<file path="config.mk">
export PLATFORM = sky130hd
export DESIGN_NAME = post_box_spi_master
export DESIGN_NICKNAME = d
export VERILOG_FILES = /design/src/rtl/post_box_spi_master.sv
export SDC_FILE = /design/constraint.sdc
export NUM_CORES = 1
export LEC_CHECK = 0
export ABC_AREA = 0
export CORE_ASPECT_RATIO = 1.2
export CORE_MARGIN = 5
export CORE_UTILIZATION = 50
export CTS_CLUSTER_DIAMETER = 120
export DETAILED_ROUTE_END_ITERATION = 6
export MAX_ROUTING_LAYER = met4
export PLACE_DENSITY = 0.71
export SYNTH_ARGS = -nofsm -noshare
export SYNTH_HDL_FRONTEND = slang
export SYNTH_SLANG_ARGS = --single-unit
</file>
<file path="constraint.sdc">
create_clock -name fpga_clock_48mhz -period 4.24 [get_ports fpga_clock_48mhz]
set_input_delay 0.636 -clock fpga_clock_48mhz [delete_from_list [all_inputs] [get_ports fpga_clock_48mhz]]
set_output_delay 0.636 -clock fpga_clock_48mhz [all_outputs]
set_load 0.005 [all_outputs]
</file>
<file path="src/rtl/post_box_spi_master.sv">
// SPI mode-0 initiator for the post-box link. Each frame carries 16 bits: two
// flow-control flags and one data byte in each direction, with TX and RX holding registers.
module post_box_spi_master #(
  parameter int HALF_PERIOD   = 12,
  parameter int CS_SETUP      = 24,
  parameter int CS_GAP        = 24,
  parameter int POLL_INTERVAL = 480
) (
  input  logic       fpga_clock_48mhz,
  input  logic       reset,
  output logic       spi_cs,
  output logic       spi_sck,
  output logic       spi_mosi,
  input  logic       spi_miso,
  input  logic [7:0] tx_data,
  input  logic       tx_load,
  output logic       tx_empty,
  output logic       tx_sent,
  output logic [7:0] rx_data,
  output logic       rx_valid,
  input  logic       rx_ack,
  output logic       frame_done
);

  // state | meaning
  // GAP   | CS held high between frames
  // IDLE  | waiting for a held byte or the poll timer
  // SETUP | CS low, before the first SCK rise
  // HIGH  | SCK high phase, MISO bit just captured
  // LOW   | SCK low phase, next MOSI bit presented
  // HOLD  | after the last SCK fall, before CS rises and the frame commits
  localparam logic [2:0] S_GAP   = 3'd0;
  localparam logic [2:0] S_IDLE  = 3'd1;
  localparam logic [2:0] S_SETUP = 3'd2;
  localparam logic [2:0] S_HIGH  = 3'd3;
  localparam logic [2:0] S_LOW   = 3'd4;
  localparam logic [2:0] S_HOLD  = 3'd5;

  localparam int MAX_A = (HALF_PERIOD > CS_SETUP) ? HALF_PERIOD : CS_SETUP;
  localparam int MAX_B = (CS_GAP > POLL_INTERVAL) ? CS_GAP : POLL_INTERVAL;
  localparam int MAX_T = (MAX_A > MAX_B) ? MAX_A : MAX_B;
  localparam int TW    = $clog2(MAX_T + 1);

  localparam logic [TW-1:0] T_HALF  = TW'(HALF_PERIOD - 1);
  localparam logic [TW-1:0] T_SETUP = TW'(CS_SETUP - 1);
  localparam logic [TW-1:0] T_GAP   = TW'(CS_GAP - 1);
  localparam logic [TW-1:0] T_POLL  = TW'(POLL_INTERVAL - 1);

  logic [2:0]    r_state;
  logic [TW-1:0] r_timer;
  logic [3:0]    r_edge;
  logic [14:0]   r_tx_shift;
  logic [7:0]    r_rx_byte;
  logic          r_rem_has_byte;
  logic          r_rem_has_space;
  logic          r_miso_s1;
  logic          r_miso_s2;
  logic          r_tx_full;
  logic [7:0]    r_tx_byte;
  logic          r_rx_valid;
  logic [7:0]    r_rx_data;
  logic          r_lat_full;
  logic          r_lat_space;
  logic          r_cs;
  logic          r_sck;
  logic          r_mosi;
  logic          r_tx_sent;
  logic          r_frame_done;

  logic          w_tc;
  logic [15:0]   w_word;

  assign w_tc   = (r_timer == '0);
  // The data byte is sent only while it is held; otherwise those bits are zero.
  assign w_word = {r_tx_full, ~r_rx_valid, 6'b0, (r_tx_full ? r_tx_byte : 8'h00)};

  always_ff @(posedge fpga_clock_48mhz) begin
    if (reset) begin
      r_state         <= S_GAP;
      r_timer         <= T_GAP;
      r_edge          <= 4'd0;
      r_tx_shift      <= '0;
      r_rx_byte       <= 8'h00;
      r_rem_has_byte  <= 1'b0;
      r_rem_has_space <= 1'b0;
      r_miso_s1       <= 1'b0;
      r_miso_s2       <= 1'b0;
      r_tx_full       <= 1'b0;
      r_tx_byte       <= 8'h00;
      r_rx_valid      <= 1'b0;
      r_rx_data       <= 8'h00;
      r_lat_full      <= 1'b0;
      r_lat_space     <= 1'b0;
      r_cs            <= 1'b1;
      r_sck           <= 1'b0;
      r_mosi          <= 1'b0;
      r_tx_sent       <= 1'b0;
      r_frame_done    <= 1'b0;
    end else begin
      r_miso_s1    <= spi_miso;
      r_miso_s2    <= r_miso_s1;
      r_tx_sent    <= 1'b0;
      r_frame_done <= 1'b0;

      if (tx_load && !r_tx_full) begin
        r_tx_full <= 1'b1;
        r_tx_byte <= tx_data;
      end
      if (rx_ack && r_rx_valid) r_rx_valid <= 1'b0;

      case (r_state)
        S_GAP: begin
          if (w_tc) begin
            r_state <= S_IDLE;
            r_timer <= T_POLL;
          end else r_timer <= r_timer - 1'b1;
        end
        S_IDLE: begin
          if (r_tx_full || w_tc) begin
            r_cs        <= 1'b0;
            r_mosi      <= w_word[15];
            r_tx_shift  <= w_word[14:0];
            r_lat_full  <= r_tx_full;
            r_lat_space <= ~r_rx_valid;
            r_edge      <= 4'd0;
            r_timer     <= T_SETUP;
            r_state     <= S_SETUP;
          end else r_timer <= r_timer - 1'b1;
        end
        S_SETUP, S_LOW: begin
          if (w_tc) begin
            r_sck     <= 1'b1;
            r_rx_byte <= {r_rx_byte[6:0], r_miso_s2};
            if (r_edge == 4'd0) r_rem_has_byte <= r_miso_s2;
            if (r_edge == 4'd1) r_rem_has_space <= r_miso_s2;
            r_timer   <= T_HALF;
            r_state   <= S_HIGH;
          end else r_timer <= r_timer - 1'b1;
        end
        S_HIGH: begin
          if (w_tc) begin
            r_sck   <= 1'b0;
            r_timer <= T_HALF;
            if (r_edge == 4'd15) begin
              r_state <= S_HOLD;
            end else begin
              r_mosi     <= r_tx_shift[14];
              r_tx_shift <= {r_tx_shift[13:0], 1'b0};
              r_edge     <= r_edge + 4'd1;
              r_state    <= S_LOW;
            end
          end else r_timer <= r_timer - 1'b1;
        end
        S_HOLD: begin
          if (w_tc) begin
            r_cs         <= 1'b1;
            r_frame_done <= 1'b1;
            if (r_lat_full && r_rem_has_space) begin
              r_tx_full <= 1'b0;
              r_tx_sent <= 1'b1;
            end
            // Flags were latched at CS fall, so a mid-frame rx_ack cannot open space here.
            if (r_lat_space && r_rem_has_byte) begin
              r_rx_data  <= r_rx_byte;
              r_rx_valid <= 1'b1;
            end
            r_timer <= T_GAP;
            r_state <= S_GAP;
          end else r_timer <= r_timer - 1'b1;
        end
        default: begin
          r_state <= S_GAP;
          r_timer <= T_GAP;
        end
      endcase
    end
  end

  assign spi_cs     = r_cs;
  assign spi_sck    = r_sck;
  assign spi_mosi   = r_mosi;
  assign tx_empty   = ~r_tx_full;
  assign tx_sent    = r_tx_sent;
  assign rx_data    = r_rx_data;
  assign rx_valid   = r_rx_valid;
  assign frame_done = r_frame_done;

endmodule

</file>
## Yosys cells after proc, flatten, opt, wreduce, memory -nomap -nowiden

Index checks and enable logic that the tools add are counted.
W data, S select, Z words.

| word-level totals | value |
|---|---|
| bits in registers | 68 |
| bits of input ports | 13 |
| logic and storage cells | 104 |

| operators by class | value |
|---|---|
| add/sub/neg operators | 2 |
| equal/unequal tests | 13 |
| muxes and demuxes | 40 |
| bitwise logic cells | 4 |
| reductions and logical operators | 25 |

Operators by type and width:

| cell | number |
|---|---|
| $mux W15 | 3 |
| $mux W9 | 4 |
| $pmux W9 S4 | 1 |
| $pmux W15 S2 | 1 |
| $mux W1 | 17 |
| $mux W3 | 5 |
| $pmux W3 S5 | 1 |
| $reduce_and A3 Y1 | 5 |
| $mux W4 | 3 |
| $ne A2 B2 Y1 const B | 6 |
| $logic_not A9 Y1 | 1 |
| $sub A9 B1 Y9 const B | 1 |
| $mux W8 | 1 |
| $pmux W4 S2 | 1 |
| $eq A3 B2 Y1 const B | 2 |
| $eq A3 B3 Y1 const B | 2 |
| $pmux W1 S2 | 3 |
| $reduce_bool A2 Y1 | 3 |
| $reduce_or A3 Y1 | 2 |
| $reduce_and A5 Y1 | 1 |
| $add A4 B1 Y4 const B | 1 |
| $eq A4 B1 Y1 const B | 1 |
| $eq A4 B4 Y1 const B | 1 |
| $logic_and A1 B1 Y1 | 4 |
| 9 further kinds | 14 |

## Depth between registers and ports, before layout

Gate-level depths: netlist (run 1).

| depth | value |
|---|---|
| word-level depth | 6 |
| mapped depth | 8 |
| mapped depth without buffers | 6 |

## Worst setup path before layout (run 1)

No wires, ideal clock.

| path | value |
|---|---|
| path kind | register -> register |
| from | register r_timer[0] |
| to | register r_rx_byte[7] |
| library setup time | 0.128 ns |
| arrival | 1.964 ns |
| slack | 2.149 ns |
| stages on the path, launching flop included | 8 |
| cells stage by stage | dfxtp_1 inv_1 ha_1 or4b_1 clkbuf_1 nor4_4 mux2i_1 nor2_1 |

| on the way | value |
|---|---|
| longest elaborated chain between the ends | 2 |

RTL lines:

| item | RTL line | RTL |
|---|---|---|
| start, declared | 50 | `logic [TW-1:0] r_timer;` |
| start signal, assigned | 116 | `end else r_timer <= r_timer - 1'b1;` |
| start signal, assigned | 128 | `end else r_timer <= r_timer - 1'b1;` |
| start signal, assigned | 138 | `end else r_timer <= r_timer - 1'b1;` |
| $logic_not A9 Y1 | 73 | `assign w_tc = (r_timer == '0);` |
| $reduce_and A2 Y1 (no line) | -- |  |
| end signal, assigned | 133 | `r_rx_byte <= {r_rx_byte[6:0], r_miso_s2};` |
| end, declared | 53 | `logic [7:0] r_rx_byte;` |

No other way between the ends.
A chain may end at the register's enable or synchronous reset.

## Final worst setup path (run 1)

| path | value |
|---|---|
| from | register r_state[0] |
| to | register r_tx_shift[1] |

| on the way | value |
|---|---|
| longest elaborated chain between the ends | 3 |
| elaborated cells on any way between the ends | 8 |

RTL lines:

| item | RTL line | RTL |
|---|---|---|
| start, declared | 49 | `logic [2:0] r_state;` |
| start signal, assigned | 79 | `r_state <= S_GAP;` |
| start signal, assigned | 114 | `r_state <= S_IDLE;` |
| start signal, assigned | 127 | `r_state <= S_SETUP;` |
| $eq A3 B2 Y1 / $eq A3 B1 Y1 (equally long branches) | 111 | `case (r_state)` |
| $ne A2 B2 Y1 (no line) / $reduce_bool A2 Y1 (equally long branches) | -- |  |
| $reduce_and A4 Y1 (no line) | -- |  |
| end signal, assigned | 122 | `r_tx_shift <= w_word[14:0];` |
| end signal, assigned | 148 | `r_tx_shift <= {r_tx_shift[13:0], 1'b0};` |
| end, declared | 52 | `logic [14:0] r_tx_shift;` |

Parallel ways exist; a longest one is shown, timed or not.

==> flow_summary.html, run 1 <==
<table>
<tr><th>Metric</th><th>Value</th></tr>
<tr><th colspan="2">Timing</th></tr>
<tr><td>Number of endpoints with negative hold slack in the final report</td><td>0</td></tr>
<tr><td>Final Setup Violations</td><td>0</td></tr>
<tr><td>Worst slew pin tran</td><td>957 ps</td></tr>
<tr><td>Post-route worst hold slack</td><td>422 ps</td></tr>
<tr><td>Final setup TNS</td><td>0 ps</td></tr>
<tr><td>Slew HR</td><td>35.7%</td></tr>
<tr><td>FMAX</td><td>approximately 400 MHz</td></tr>
<tr><td>Final period utilization</td><td>58.8%</td></tr>
<tr><td>Number of slew-limit violations in the final report</td><td>0</td></tr>
<tr><td>RSZ-0062 raised after global routing</td><td>no</td></tr>
<tr><td>Post-Route Skew</td><td>8.74 ps</td></tr>
<tr><td>Min Tclk post-route</td><td>~2500 ps</td></tr>
<tr><th colspan="2">Setup path</th></tr>
<tr><td>Startpoint of the worst setup timing path</td><td>r_state[0]$_SDFFE_PP0P_</td></tr>
<tr><td>Type of the setup path with the least slack</td><td>flop to flop</td></tr>
<tr><td>Slowest cell on the critical path</td><td>dfxtp_1</td></tr>
<tr><td>Crit Reg-Reg Startpoint</td><td>r_state[0]$_SDFFE_PP0P_</td></tr>
<tr><td>Nature of the critical path endpoint</td><td>flop</td></tr>
<tr><td>Critical-path cell list</td><td>clkinv_1, or3_1, nor2_1, a311oi_1</td></tr>
<tr><td>Setup slack, reg-to-reg</td><td>1750 ps</td></tr>
<tr><td>Count of cells along the worst register-to-register path</td><td>4</td></tr>
<tr><td>Arrival time of the worst setup path</td><td>2670 ps</td></tr>
<tr><td>Worst path top cell family by delay</td><td>simple AND/OR/NAND/NOR gates</td></tr>
<tr><td>Crit-path max FO</td><td>16</td></tr>
<tr><td>Worst r2r dst</td><td>r_tx_shift[1]$_SDFFE_PP0P_</td></tr>
<tr><td>CP required</td><td>about 4400 ps</td></tr>
<tr><td>Type of origin of the critical path</td><td>flop</td></tr>
<tr><td>Maximum single-stage delay on the critical path</td><td>680 ps</td></tr>
<tr><td>Buffers plus inverters on the worst setup path</td><td>1</td></tr>
<tr><th colspan="2">Logic synthesis</th></tr>
<tr><td>Largest area contributor in the synthesized netlist</td><td>dfxtp_1</td></tr>
<tr><td>Proportion of netlist area held by the largest area contributor</td><td>~47%</td></tr>
<tr><td>Distinct cell type count after synthesis</td><td>46</td></tr>
<tr><td>#FFs+latches synth</td><td>68</td></tr>
<tr><td>Share of synthesized area occupied by flip-flops and latches</td><td>between 40% and 50%</td></tr>
<tr><td>Count of mapped cells out of synthesis</td><td>331</td></tr>
<tr><td>Top area cells in the synthesized netlist</td><td>dfxtp_1 (47%), mux2i_1 (8.2%), nor2_1 (5.1%)</td></tr>
<tr><td>Prevailing post-synth register cell</td><td>dfxtp_1</td></tr>
<tr><td>Top cells by count, synth</td><td>dfxtp_1 (68), nor2_1 (40), a21oi_1 (29)</td></tr>
<tr><td>Synth warnings</td><td>0</td></tr>
<tr><td>Number of flops mapped to enable cells by yosys</td><td>0</td></tr>
<tr><td>Leading cell type by number of instances after synthesis</td><td>dfxtp_1</td></tr>
<tr><td>Avg Inst Size Synth</td><td>8.84 um2</td></tr>
<tr><td>Net Count, Synth</td><td>~350</td></tr>
<tr><td>Share of async-settable or async-resettable flops after synthesis</td><td>0%</td></tr>
<tr><td>Post-synth design cell area</td><td>2930 um2</td></tr>
<tr><th colspan="2">Final layout</th></tr>
<tr><td>Antenna cells</td><td>0</td></tr>
<tr><td>Area of the multi-input gates</td><td>1450 um2</td></tr>
<tr><td>Final-stage net count</td><td>~370</td></tr>
<tr><td>Post-synthesis to final-layout area growth</td><td>18.2%</td></tr>
<tr><td>Fillcell total</td><td>496</td></tr>
<tr><td>Share of the core filled with cells in the final layout</td><td>61.0%</td></tr>
<tr><td>Sequential standard cell area</td><td>1360 um2</td></tr>
<tr><td>Proportion of layout cells with a drive suffix above 1</td><td>8.12%</td></tr>
<tr><td>Post-Layout Inst Area</td><td>~3500 um2</td></tr>
<tr><th colspan="2">Clock tree</th></tr>
<tr><td>Number of buffers inserted by post-CTS setup repair</td><td>0</td></tr>
<tr><td>Clock tree from TritonCTS</td><td>yes</td></tr>
<tr><td>Root buf cell</td><td>clkbuf_8</td></tr>
<tr><td>Total CTS buffers</td><td>9</td></tr>
<tr><td>Number of gates resized after cts</td><td>0</td></tr>
<tr><td>Max clock buf depth</td><td>2</td></tr>
<tr><td>Sinks on the clock net</td><td>68</td></tr>
<tr><td>Latest clock arrival within the worst-skew pair</td><td>approximately 340 ps</td></tr>
<tr><td>Clock slew seen by the registers of the worst setup and hold paths</td><td>approximately 80 ps</td></tr>
<tr><td>Count of H-tree levels built during CTS</td><td>3</td></tr>
<tr><td>CTS Hold Buffers Added</td><td>0</td></tr>
<tr><th colspan="2">Floorplanning</th></tr>
<tr><td>Std-Cell Rows</td><td>30</td></tr>
<tr><td>DIE AREA</td><td>7490 um2</td></tr>
<tr><td>Die height</td><td>93.8 um</td></tr>
<tr><td>Total core area</td><td>5670 um2</td></tr>
<tr><td>Number of top-level pins</td><td>28</td></tr>
<tr><td>Floorplan die width</td><td>79.8 um</td></tr>
<tr><td>Initial standard-cell utilization of the core</td><td>51.6%</td></tr>
<tr><th colspan="2">Routing</th></tr>
<tr><td>Routed Antenna Nets</td><td>0</td></tr>
<tr><td>Via density per instance</td><td>5.60</td></tr>
<tr><td>First-pass iteration count of the detailed router</td><td>4</td></tr>
<tr><td>Total Routed Length</td><td>~6.3 mm</td></tr>
<tr><td>Initial detailed-routing violation count</td><td>159</td></tr>
<tr><td>Routed wirelength normalized by instance count</td><td>between 10 and 15 um</td></tr>
<tr><td>DRC violation count after routing</td><td>0</td></tr>
<tr><td>Vias</td><td>~2400</td></tr>
<tr><th colspan="2">Global routing</th></tr>
<tr><td>Total congestion overflow</td><td>0</td></tr>
<tr><td>Largest net degree at the start of global routing</td><td>51</td></tr>
<tr><td>First-pass GRT wire length</td><td>~11 mm</td></tr>
<tr><td>Number of global-route vias before repair</td><td>roughly 2300</td></tr>
<tr><td>Number of antenna violations at the first check in global routing</td><td>0</td></tr>
<tr><td>Global-route total usage across every layer</td><td>18.9%</td></tr>
<tr><th colspan="2">Power and ir drop</th></tr>
<tr><td>Power per unit of standard cell area</td><td>381 nW/um2</td></tr>
<tr><td>Maximum VDD drop</td><td>0.000238 V</td></tr>
<tr><td>Static Leakage</td><td>1.10 nW</td></tr>
<tr><th colspan="2">Placement</th></tr>
<tr><td>Number of input and output port buffers inserted</td><td>27</td></tr>
<tr><td>Area after detailed placement</td><td>3230 um2</td></tr>
<tr><td>Final weighted congestion of routability-driven global placement</td><td>0.835</td></tr>
<tr><td>Half-perimeter wire length after placement</td><td>4.25 mm</td></tr>
<tr><th colspan="2">Run status</th></tr>
<tr><td>Outcome</td><td>finished, final reports clean</td></tr>
<tr><th colspan="2">Min path</th></tr>
<tr><td>Hold Crit Depth</td><td>1</td></tr>
<tr><td>Hold/Removal Path Class</td><td>flop to flop</td></tr>
<tr><td>Endpoint, Worst Hold</td><td>r_timer[0]$_SDFF_PP1_</td></tr>
<tr><td>Hold Startpoint</td><td>r_timer[0]$_SDFF_PP1_</td></tr>
<tr><th colspan="2">Job</th></tr>
<tr><td>Max-cap viol count</td><td>0</td></tr>
</table>
-- routing by layer --
| layer | part of all wire [%] | vias to the layer above | global-route usage (%) | routed length [um] |
|---|---|---|---|---|
| met5 | 0 | - | - | 0 |
| met4 | 1.1 | 0 | 8.17 | 71 |
| met3 | 4.5 | 6 | 4.41 | 283 |
| met2 | 48 | 53 | 29.3 | 3060 |
| met1 | 46 | 1159 | 23.4 | 2900 |
| li1 | - | 1228 | - | - |
-- placed cells by master (no fill, tap or decap), types with 3 or more instances in the layout --
cell and n:
inv_1 9, nor2_1 40, clkbuf_8 9, o31ai_1 4, ha_1 4, nor4_1 3
clkinv_4 3, a311oi_1 10, or3_1 3, buf_4 3, nand4_1 3, nor2b_1 4
o21ai_0 17, dfxtp_1 68, nand3_1 23, clkdlybuf4s50_1 26, xor2_1 4, a21oi_1 29
nor3_1 7, or4_1 4, nand2_1 23, mux2i_1 24
-- metrics by stage --
stage          setup slack, ps  std cells  total power (W)
2_1_floorplan             2150        331         0.000716
3_3_place_gp              1870        421         0.000740
3_5_place_dp              1830        421         0.000742
4_1_cts                   1800        437          0.00133
5_1_grt                   1580        437          0.00137
6_report                  1750        437          0.00132
-- state kept, by name (all words and copies together), names as in the netlist --
| name | cells |
|---|---|
| r_miso_s1 | 1 |
| r_tx_full | 1 |
| r_miso_s2 | 1 |
| spi_cs | 1 |
| r_tx_shift | 15 |
| r_rx_byte | 8 |
| r_timer | 9 |
| rx_data | 8 |
| r_rem_has_space | 1 |
| r_state | 3 |
| spi_sck | 1 |
| frame_done | 1 |
| spi_mosi | 1 |
| r_lat_space | 1 |
| r_lat_full | 1 |
| tx_sent | 1 |
| r_rem_has_byte | 1 |
| r_tx_byte | 8 |
| rx_valid | 1 |
| r_edge | 4 |
-- where the power goes --
group          switching [W]  internal [W]  total [W]
registers          0.0000126      0.000648   0.000660
clock network       0.000258      0.000334   0.000592
logic              0.0000371     0.0000291  0.0000662
total               0.000308       0.00101    0.00132
-- worst max path at each step --
stage	endpoint	cells past startpoint	slack, ps
after floorplan	r_rx_byte[7]$_SDFFE_PP0P_	7	2150
after global placement	r_rx_byte[2]$_SDFFE_PP0P_	6	1870
after detailed placement	r_tx_shift[1]$_SDFFE_PP0P_	4	1830
after CTS	r_tx_shift[1]$_SDFFE_PP0P_	4	1800
after global routing	r_tx_shift[1]$_SDFFE_PP0P_	4	1580
final	r_tx_shift[1]$_SDFFE_PP0P_	4	1750
-- kinds of logic (layout without fill, tap and decap cells) --
logic type      Yosys count  after routing  share of synthesized area, %
compound gates           74             74                          15.7
xor+xnor                  6              6                          1.80
fa+ha+maj                 4              4                          1.71
buf+inv                  30             56                          4.23
flops                    68             68                          46.5
mux                      24             24                          8.21
simple gates            125            125                          21.8
-- final cells by class --
class	count	share of cell area, %
clock buffer	9	3.58
clock inverter	7	2.93
inverter	10	1.09
multi-input combinational	233	41.8
sequential	68	39.4
tap	80	2.89
timing repair buffer	30	8.32
No activity file was read; power rests on OpenSTA's default activity.
==> inputs of run 2 (changes only) <==
- clock period: 4.24 -> 2.3 ns (I/O delays scaled with it)
==> flow_summary.html, run 2 (synthesis gave the netlist of run 1 again) <==
<table>
<tr><th>Metric</th><th>Value</th></tr>
<tr><th colspan="2">Run status</th></tr>
<tr><td>Outcome</td><td>finished, final reports clean</td></tr>
<tr><th colspan="2">Final layout</th></tr>
<tr><td>Antenna cells</td><td>0 (unchanged)</td></tr>
<tr><td>Register with the most flip-flops</td><td>r_tx_shift</td></tr>
<tr><td>Number of flip-flops under the largest register name</td><td>15 (unchanged)</td></tr>
<tr><td>Post-synthesis to final-layout area growth</td><td>23.1%</td></tr>
<tr><td>Proportion of layout cells with a drive suffix above 1</td><td>11.9% (+3.7 points)</td></tr>
<tr><td>Most frequent standard cell in the layout excluding fill and tap cells</td><td>dfxtp_1</td></tr>
<tr><td>Commonest cells after routing, fill and taps aside</td><td>dfxtp_1 (68), nor2_1 (40), a21oi_1 (29)</td></tr>
<tr><td>Largest registers in the final layout</td><td>r_tx_shift x15, r_timer x9</td></tr>
<tr><td>Final-stage net count</td><td>383 (+3.8%)</td></tr>
<tr><th colspan="2">Floorplanning</th></tr>
<tr><td>Initial standard-cell utilization of the core</td><td>51.6% (unchanged)</td></tr>
<tr><td>Total core area</td><td>5670 um2 (unchanged)</td></tr>
<tr><td>DIE AREA</td><td>7490 um2 (unchanged)</td></tr>
<tr><td>Floorplan die width</td><td>79.8 um (unchanged)</td></tr>
<tr><td>Std-Cell Rows</td><td>30 (unchanged)</td></tr>
<tr><td>Die height</td><td>93.8 um (unchanged)</td></tr>
<tr><td>Number of top-level pins</td><td>28 (unchanged)</td></tr>
<tr><th colspan="2">Min path</th></tr>
<tr><td>Endpoint, Worst Hold</td><td>r_tx_byte[7]$_SDFFE_PP0P_</td></tr>
<tr><td>Hold Startpoint</td><td>reset</td></tr>
<tr><td>Hold/Removal Path Class</td><td>input port to flop</td></tr>
<tr><td>Hold Crit Depth</td><td>2 (+1)</td></tr>
<tr><th colspan="2">Routing</th></tr>
<tr><td>Total Routed Length</td><td>6.57 mm (+3.9%)</td></tr>
<tr><td>Via density per instance</td><td>5.62 (+0.38%)</td></tr>
<tr><td>Vias</td><td>2534 (+3.6%)</td></tr>
<tr><td>Initial detailed-routing violation count</td><td>149 (-6.3%)</td></tr>
<tr><td>Routed Antenna Nets</td><td>0 (unchanged)</td></tr>
<tr><td>First-pass iteration count of the detailed router</td><td>4 (unchanged)</td></tr>
<tr><td>Routed wirelength normalized by instance count</td><td>14.6 um (+0.63%)</td></tr>
<tr><td>DRC violation count after routing</td><td>0 (unchanged)</td></tr>
<tr><th colspan="2">Timing</th></tr>
<tr><td>RSZ-0062 raised after global routing</td><td>no</td></tr>
<tr><td>Number of slew-limit violations in the final report</td><td>0 (unchanged)</td></tr>
<tr><td>Final critical-path setup slack</td><td>214 ps (-1530 ps)</td></tr>
<tr><td>Post-Route Skew</td><td>7.99 ps (-0.753 ps)</td></tr>
<tr><td>Slew HR</td><td>46.2% (+11 points)</td></tr>
<tr><td>Worst slew pin tran</td><td>805 ps (-152 ps)</td></tr>
<tr><td>Post-route worst hold slack</td><td>386 ps (-35.9 ps)</td></tr>
<tr><td>Final Setup Violations</td><td>0 (unchanged)</td></tr>
<tr><td>Final setup TNS</td><td>0 ps (unchanged)</td></tr>
<tr><td>FMAX</td><td>479 MHz (+20%)</td></tr>
<tr><td>Final period utilization</td><td>90.7% (+32 points)</td></tr>
<tr><td>Min Tclk post-route</td><td>2090 ps (-407 ps)</td></tr>
<tr><td>Number of endpoints with negative hold slack in the final report</td><td>0 (unchanged)</td></tr>
<tr><th colspan="2">Clock tree</th></tr>
<tr><td>Latest clock arrival within the worst-skew pair</td><td>340 ps (about the same)</td></tr>
<tr><td>Sinks on the clock net</td><td>68 (unchanged)</td></tr>
<tr><td>Clock slew seen by the registers of the worst setup and hold paths</td><td>80 ps (about the same)</td></tr>
<tr><td>Number of gates resized after cts</td><td>0 (unchanged)</td></tr>
<tr><td>Clock tree from TritonCTS</td><td>yes</td></tr>
<tr><td>Total CTS buffers</td><td>9 (unchanged)</td></tr>
<tr><td>Root buf cell</td><td>clkbuf_8</td></tr>
<tr><td>Count of H-tree levels built during CTS</td><td>3 (unchanged)</td></tr>
<tr><td>Max clock buf depth</td><td>2 (unchanged)</td></tr>
<tr><td>CTS Hold Buffers Added</td><td>0 (unchanged)</td></tr>
<tr><td>Number of buffers inserted by post-CTS setup repair</td><td>0 (unchanged)</td></tr>
<tr><th colspan="2">Global routing</th></tr>
<tr><td>Global-route total usage across every layer</td><td>19.7% (+0.87 points)</td></tr>
<tr><td>First-pass GRT wire length</td><td>11.5 mm (+5.4%)</td></tr>
<tr><td>Largest net degree at the start of global routing</td><td>34 (-33%)</td></tr>
<tr><td>Total congestion overflow</td><td>0 (unchanged)</td></tr>
<tr><td>Number of global-route vias before repair</td><td>2472 (+5.9%)</td></tr>
<tr><td>Number of antenna violations at the first check in global routing</td><td>0 (unchanged)</td></tr>
<tr><th colspan="2">Setup path</th></tr>
<tr><td>Setup slack, reg-to-reg</td><td>210 ps (-1530 ps)</td></tr>
<tr><td>Arrival time of the worst setup path</td><td>2270 ps (-400 ps)</td></tr>
<tr><td>Type of the setup path with the least slack</td><td>flop to flop</td></tr>
<tr><td>Type of origin of the critical path</td><td>flop</td></tr>
<tr><td>CP required</td><td>2480 ps (-1940 ps)</td></tr>
<tr><td>Worst r2r dst</td><td>r_tx_shift[2]$_SDFFE_PP0P_</td></tr>
<tr><td>Crit-path max FO</td><td>8 (-8)</td></tr>
<tr><td>Count of cells along the worst register-to-register path</td><td>5 (+1)</td></tr>
<tr><td>Crit Reg-Reg Startpoint</td><td>r_edge[0]$_SDFFE_PP0P_</td></tr>
<tr><td>Nature of the critical path endpoint</td><td>flop</td></tr>
<tr><th colspan="2">Placement</th></tr>
<tr><td>Half-perimeter wire length after placement</td><td>4.46 mm (+4.9%)</td></tr>
<tr><td>Pre-CTS WS</td><td>135 ps (-1690 ps)</td></tr>
<tr><td>Number of input and output port buffers inserted</td><td>27 (unchanged)</td></tr>
<tr><td>Final weighted congestion of routability-driven global placement</td><td>0.858 (+2.8%)</td></tr>
<tr><th colspan="2">Power and ir drop</th></tr>
<tr><td>Static Leakage</td><td>1.20 nW (+8.5%)</td></tr>
<tr><td>Power per unit of standard cell area</td><td>721 nW/um2 (+89%)</td></tr>
<tr><td>Maximum VDD drop</td><td>0.000519 V (+120%)</td></tr>
<tr><th colspan="2">Job</th></tr>
<tr><td>Max-cap viol count</td><td>0 (unchanged)</td></tr>
</table>
-- run 2: changes by cell type in the layout (fill, tap and decap cells not counted), sizes merged --
cell / change
buf: +14
clkinv: -3
clkbuf: +2
bufinv: +1
clkinvlp: -1
inv: +1
-- run 2: critical path, stage by stage (launching register included) --
cell and delay [ps]:
dfxtp_1 350, ha_1 220, and4_1 250, or3_1 430, nor2_1 500, a311oi_1 180
-- run 2: worst max-delay path by stage --
stage / startpoint / to / slack (ps) / depth (start not counted)
2_1_floorplan: r_timer[0]$_SDFF_PP1_ / r_rx_byte[7]$_SDFFE_PP0P_ / 210 / 7
3_3_place_gp: r_timer[0]$_SDFF_PP1_ / rx_data[4]$_SDFFE_PP0P_ / 160 / 7
3_5_place_dp: r_timer[0]$_SDFF_PP1_ / rx_data[4]$_SDFFE_PP0P_ / 140 / 7
4_1_cts: r_timer[0]$_SDFF_PP1_ / rx_data[4]$_SDFFE_PP0P_ / 110 / 7
5_1_grt: r_edge[0]$_SDFFE_PP0P_ / r_tx_shift[7]$_SDFFE_PP0P_ / 20 / 5
6_report: r_edge[0]$_SDFFE_PP0P_ / r_tx_shift[2]$_SDFFE_PP0P_ / 210 / 5
-- run 2: layout make-up --
class / count / area, um2
clock buffers: 11 / 151
clock inverters: 5 / 106
fillers: 486 / 2070
inverters: 10 / 37.5
multi-input cells: 233 / 1450
flip-flops and latches: 68 / 1360
well taps: 80 / 100
repair buffers: 44 / 393
-- run 2: layer usage --
metal  share of wire (%)  GRT usage [%]  up-vias
met5                   0              -        -
li1                    -              -     1261
met1                  45           24.4     1196
met4                 1.1           7.04        0
met3                 4.8           4.99        7
met2                  49           31.3       70
-- run 2: power breakdown --
group          internal (W)  leakage, nW  total, W  switching [W]
logic             0.0000629        0.520  0.000142      0.0000787
registers           0.00119        0.550   0.00121      0.0000162
clock network      0.000783        0.126   0.00124       0.000459
total               0.00204         1.20   0.00259       0.000554
-- run 2: metrics by stage --
step | instances | cell area [um2] | util (%) | power [W]
after floorplan | 331 | 2930 | - | 0.00132
after global placement | 435 | 3340 | 58.9 | 0.00138
after detailed placement | 435 | 3340 | 58.9 | 0.00138
after CTS | 451 | 3600 | 63.4 | 0.00262
after global routing | 451 | 3600 | 63.5 | 0.00269
final | 451 | 3600 | 63.5 | 0.00259
==> inputs of run 3 (changes only) <==
- DONT_BUFFER_PORTS: not set -> 1
- PLACE_DENSITY: 0.71 -> not set
==> flow_summary.html, run 3 (synthesis gave the netlist of run 1 again) <==
<table>
<tr><th>Metric</th><th>Value</th></tr>
<tr><th colspan="2">Global routing</th></tr>
<tr><td>Largest net degree at the start of global routing</td><td>51 (+50%)</td></tr>
<tr><td>Number of antenna violations at the first check in global routing</td><td>0 (unchanged)</td></tr>
<tr><td>Number of global-route vias before repair</td><td>2263 (-8.5%)</td></tr>
<tr><td>Global-route total usage across every layer</td><td>18.9% (-0.86 points)</td></tr>
<tr><td>First-pass GRT wire length</td><td>10.7 mm (-7.0%)</td></tr>
<tr><td>Total congestion overflow</td><td>0 (unchanged)</td></tr>
<tr><th colspan="2">Timing</th></tr>
<tr><td>Number of slew-limit violations in the final report</td><td>0 (unchanged)</td></tr>
<tr><td>Final Setup Violations</td><td>0 (unchanged)</td></tr>
<tr><td>Number of endpoints with negative hold slack in the final report</td><td>0 (unchanged)</td></tr>
<tr><td>Final period utilization</td><td>89.7% (-0.98 points)</td></tr>
<tr><td>Min Tclk post-route</td><td>2060 ps (-22.5 ps)</td></tr>
<tr><td>RSZ-0062 raised after global routing</td><td>no</td></tr>
<tr><td>Worst slew pin tran</td><td>747 ps (-57.9 ps)</td></tr>
<tr><td>Post-Route Skew</td><td>8.16 ps (+0.168 ps)</td></tr>
<tr><td>Final critical-path setup slack</td><td>236 ps (+22.5 ps)</td></tr>
<tr><td>Final setup TNS</td><td>0 ps (unchanged)</td></tr>
<tr><td>Slew HR</td><td>50.1% (+3.9 points)</td></tr>
<tr><td>FMAX</td><td>485 MHz (+1.1%)</td></tr>
<tr><th colspan="2">Routing</th></tr>
<tr><td>Total Routed Length</td><td>6.33 mm (-3.6%)</td></tr>
<tr><td>Via density per instance</td><td>5.61 (-0.24%)</td></tr>
<tr><td>Routed Antenna Nets</td><td>0 (unchanged)</td></tr>
<tr><td>Routed wirelength normalized by instance count</td><td>15.0 um (+2.8%)</td></tr>
<tr><td>DRC violation count after routing</td><td>0 (unchanged)</td></tr>
<tr><td>Vias</td><td>2371 (-6.4%)</td></tr>
<tr><td>First-pass iteration count of the detailed router</td><td>4 (unchanged)</td></tr>
<tr><td>Initial detailed-routing violation count</td><td>104 (-30%)</td></tr>
<tr><th colspan="2">Placement</th></tr>
<tr><td>Half-perimeter wire length after placement</td><td>4.28 mm (-4.1%)</td></tr>
<tr><td>Number of input and output port buffers inserted</td><td>0 (-100%)</td></tr>
<tr><td>Final weighted congestion of routability-driven global placement</td><td>0.828 (-3.6%)</td></tr>
<tr><td>Pre-CTS WS</td><td>134 ps (-1.48 ps)</td></tr>
<tr><td>Area after detailed placement</td><td>3070 um2 (-7.9%)</td></tr>
<tr><th colspan="2">Power and ir drop</th></tr>
<tr><td>Maximum VDD drop</td><td>0.000417 V (-20%)</td></tr>
<tr><td>Reported net switching power</td><td>0.000520 W (-6.1%)</td></tr>
<tr><td>Static Leakage</td><td>1.06 nW (-11%)</td></tr>
<tr><td>Clock group share of total power</td><td>42.2% (-5.7 points)</td></tr>
<tr><td>Switching share of power</td><td>22.8% (+1.4 points)</td></tr>
<tr><td>Internal power of the cells</td><td>0.00176 W (-14%)</td></tr>
<tr><td>Seq pwr share</td><td>52.9% (+6.2 points)</td></tr>
<tr><td>Power per unit of standard cell area</td><td>698 nW/um2 (-3.1%)</td></tr>
<tr><td>Post-route total power</td><td>0.00228 W (-12%)</td></tr>
<tr><td>Power share of the combinational group</td><td>4.8% (-0.7 points)</td></tr>
<tr><th colspan="2">Final layout</th></tr>
<tr><td>Final-stage net count</td><td>356 (-7.0%)</td></tr>
<tr><td>Proportion of layout cells with a drive suffix above 1</td><td>12.0% (+0.094 points)</td></tr>
<tr><td>Fillcell total</td><td>522 (+7.4%)</td></tr>
<tr><td>Most frequent standard cell in the layout excluding fill and tap cells</td><td>dfxtp_1</td></tr>
<tr><td>Commonest cells after routing, fill and taps aside</td><td>dfxtp_1 (68), nor2_1 (40), a21oi_1 (29)</td></tr>
<tr><td>Share of the core filled with cells in the final layout</td><td>57.7% (-5.8 points)</td></tr>
<tr><td>Number of flip-flops under the largest register name</td><td>15 (unchanged)</td></tr>
<tr><td>Post-Layout Inst Area</td><td>3270 um2 (-9.2%)</td></tr>
<tr><td>Antenna cells</td><td>0 (unchanged)</td></tr>
<tr><td>Register with the most flip-flops</td><td>r_tx_shift</td></tr>
<tr><td>Area of the multi-input gates</td><td>1450 um2 (unchanged)</td></tr>
<tr><td>Largest registers in the final layout</td><td>r_tx_shift x15, r_timer x9</td></tr>
<tr><td>Post-synthesis to final-layout area growth</td><td>11.7%</td></tr>
<tr><td>Sequential standard cell area</td><td>1360 um2 (unchanged)</td></tr>
<tr><th colspan="2">Floorplanning</th></tr>
<tr><td>Number of top-level pins</td><td>28 (unchanged)</td></tr>
<tr><td>DIE AREA</td><td>7490 um2 (unchanged)</td></tr>
<tr><td>Die height</td><td>93.8 um (unchanged)</td></tr>
<tr><td>Floorplan die width</td><td>79.8 um (unchanged)</td></tr>
<tr><td>Initial standard-cell utilization of the core</td><td>51.6% (unchanged)</td></tr>
<tr><td>Total core area</td><td>5670 um2 (unchanged)</td></tr>
<tr><td>Std-Cell Rows</td><td>30 (unchanged)</td></tr>
<tr><th colspan="2">Setup path</th></tr>
<tr><td>Type of the setup path with the least slack</td><td>flop to flop</td></tr>
<tr><td>Type of origin of the critical path</td><td>flop</td></tr>
<tr><td>CP required</td><td>2490 ps (about the same)</td></tr>
<tr><td>Arrival time of the worst setup path</td><td>2260 ps (about the same)</td></tr>
<tr><td>Crit-path max FO</td><td>11 (+3)</td></tr>
<tr><td>Nature of the critical path endpoint</td><td>flop</td></tr>
<tr><th colspan="2">Clock tree</th></tr>
<tr><td>CTS Hold Buffers Added</td><td>0 (unchanged)</td></tr>
<tr><td>Root buf cell</td><td>clkbuf_8</td></tr>
<tr><td>Total CTS buffers</td><td>9 (unchanged)</td></tr>
<tr><td>Number of gates resized after cts</td><td>0 (unchanged)</td></tr>
<tr><td>Clock tree from TritonCTS</td><td>yes</td></tr>
<tr><td>Number of buffers inserted by post-CTS setup repair</td><td>0 (unchanged)</td></tr>
<tr><td>Clock slew seen by the registers of the worst setup and hold paths</td><td>70 ps (about the same)</td></tr>
<tr><td>Latest clock arrival within the worst-skew pair</td><td>350 ps (about the same)</td></tr>
<tr><td>Max clock buf depth</td><td>2 (unchanged)</td></tr>
<tr><td>Count of H-tree levels built during CTS</td><td>3 (unchanged)</td></tr>
<tr><td>Sinks on the clock net</td><td>68 (unchanged)</td></tr>
<tr><th colspan="2">Job</th></tr>
<tr><td>Max-cap viol count</td><td>0 (unchanged)</td></tr>
<tr><th colspan="2">Min path</th></tr>
<tr><td>Hold/Removal Path Class</td><td>input port to flop</td></tr>
<tr><th colspan="2">Run status</th></tr>
<tr><td>Outcome</td><td>finished, final reports clean</td></tr>
</table>
run 3: worst max-delay path: stages (launching register included):
cell and delay, ps:
dfxtp_1 340, ha_1 230, and4_1 230, or3_1 460
nor2_1 480, a311oi_1 170
run 3: path summary, 6_finish.rpt:
path | end | depth (start not counted) | start | slack, ps
worst max register to register | spi_mosi$_SDFFE_PP0P_ | 5 | r_edge[0]$_SDFFE_PP0P_ | 240
worst min register to register | r_timer[0]$_SDFF_PP1_ | 1 | r_timer[0]$_SDFF_PP1_ | 410
worst min-delay path | r_state[1]$_SDFFE_PP0P_ | 1 | reset | 70
worst max-delay path | spi_mosi$_SDFFE_PP0P_ | 5 | r_edge[0]$_SDFFE_PP0P_ | 240
run 3: cell type report:
cell class	count	area share (%)
clock inverter	4	1.53
tap	80	3.06
multi-input combinational	233	44.4
clock buffer	11	4.33
timing repair buffer	17	3.91
inverter	10	1.15
sequential	68	41.7
run 3: metal layers:
layer,part of all wire (%),routed length (um),global-route usage [%]
met5,0,0,-
met4,2.4,151,8.87
met1,46,2880,23.3
met3,5.8,368,5.95
met2,46,2930,28.0
run 3: power by group through the flow:
stage | clock network (W) | registers, W | logic (W)
CTS | 0.000988 | 0.00121 | 0.000110
global route | 0.00104 | 0.00121 | 0.000123
floorplan | 0 | 0.00123 | 0.0000889
global placement | 0 | 0.00123 | 0.000108
detailed placement | 0 | 0.00123 | 0.000109
finish | 0.000964 | 0.00121 | 0.000110
run 3: stage by stage:
stage,hold WS [ps],cells
final,66.3,423
after floorplan,382,331
after CTS,52.0,423
after detailed placement,400,408
after global routing,45.1,423
after global placement,392,408
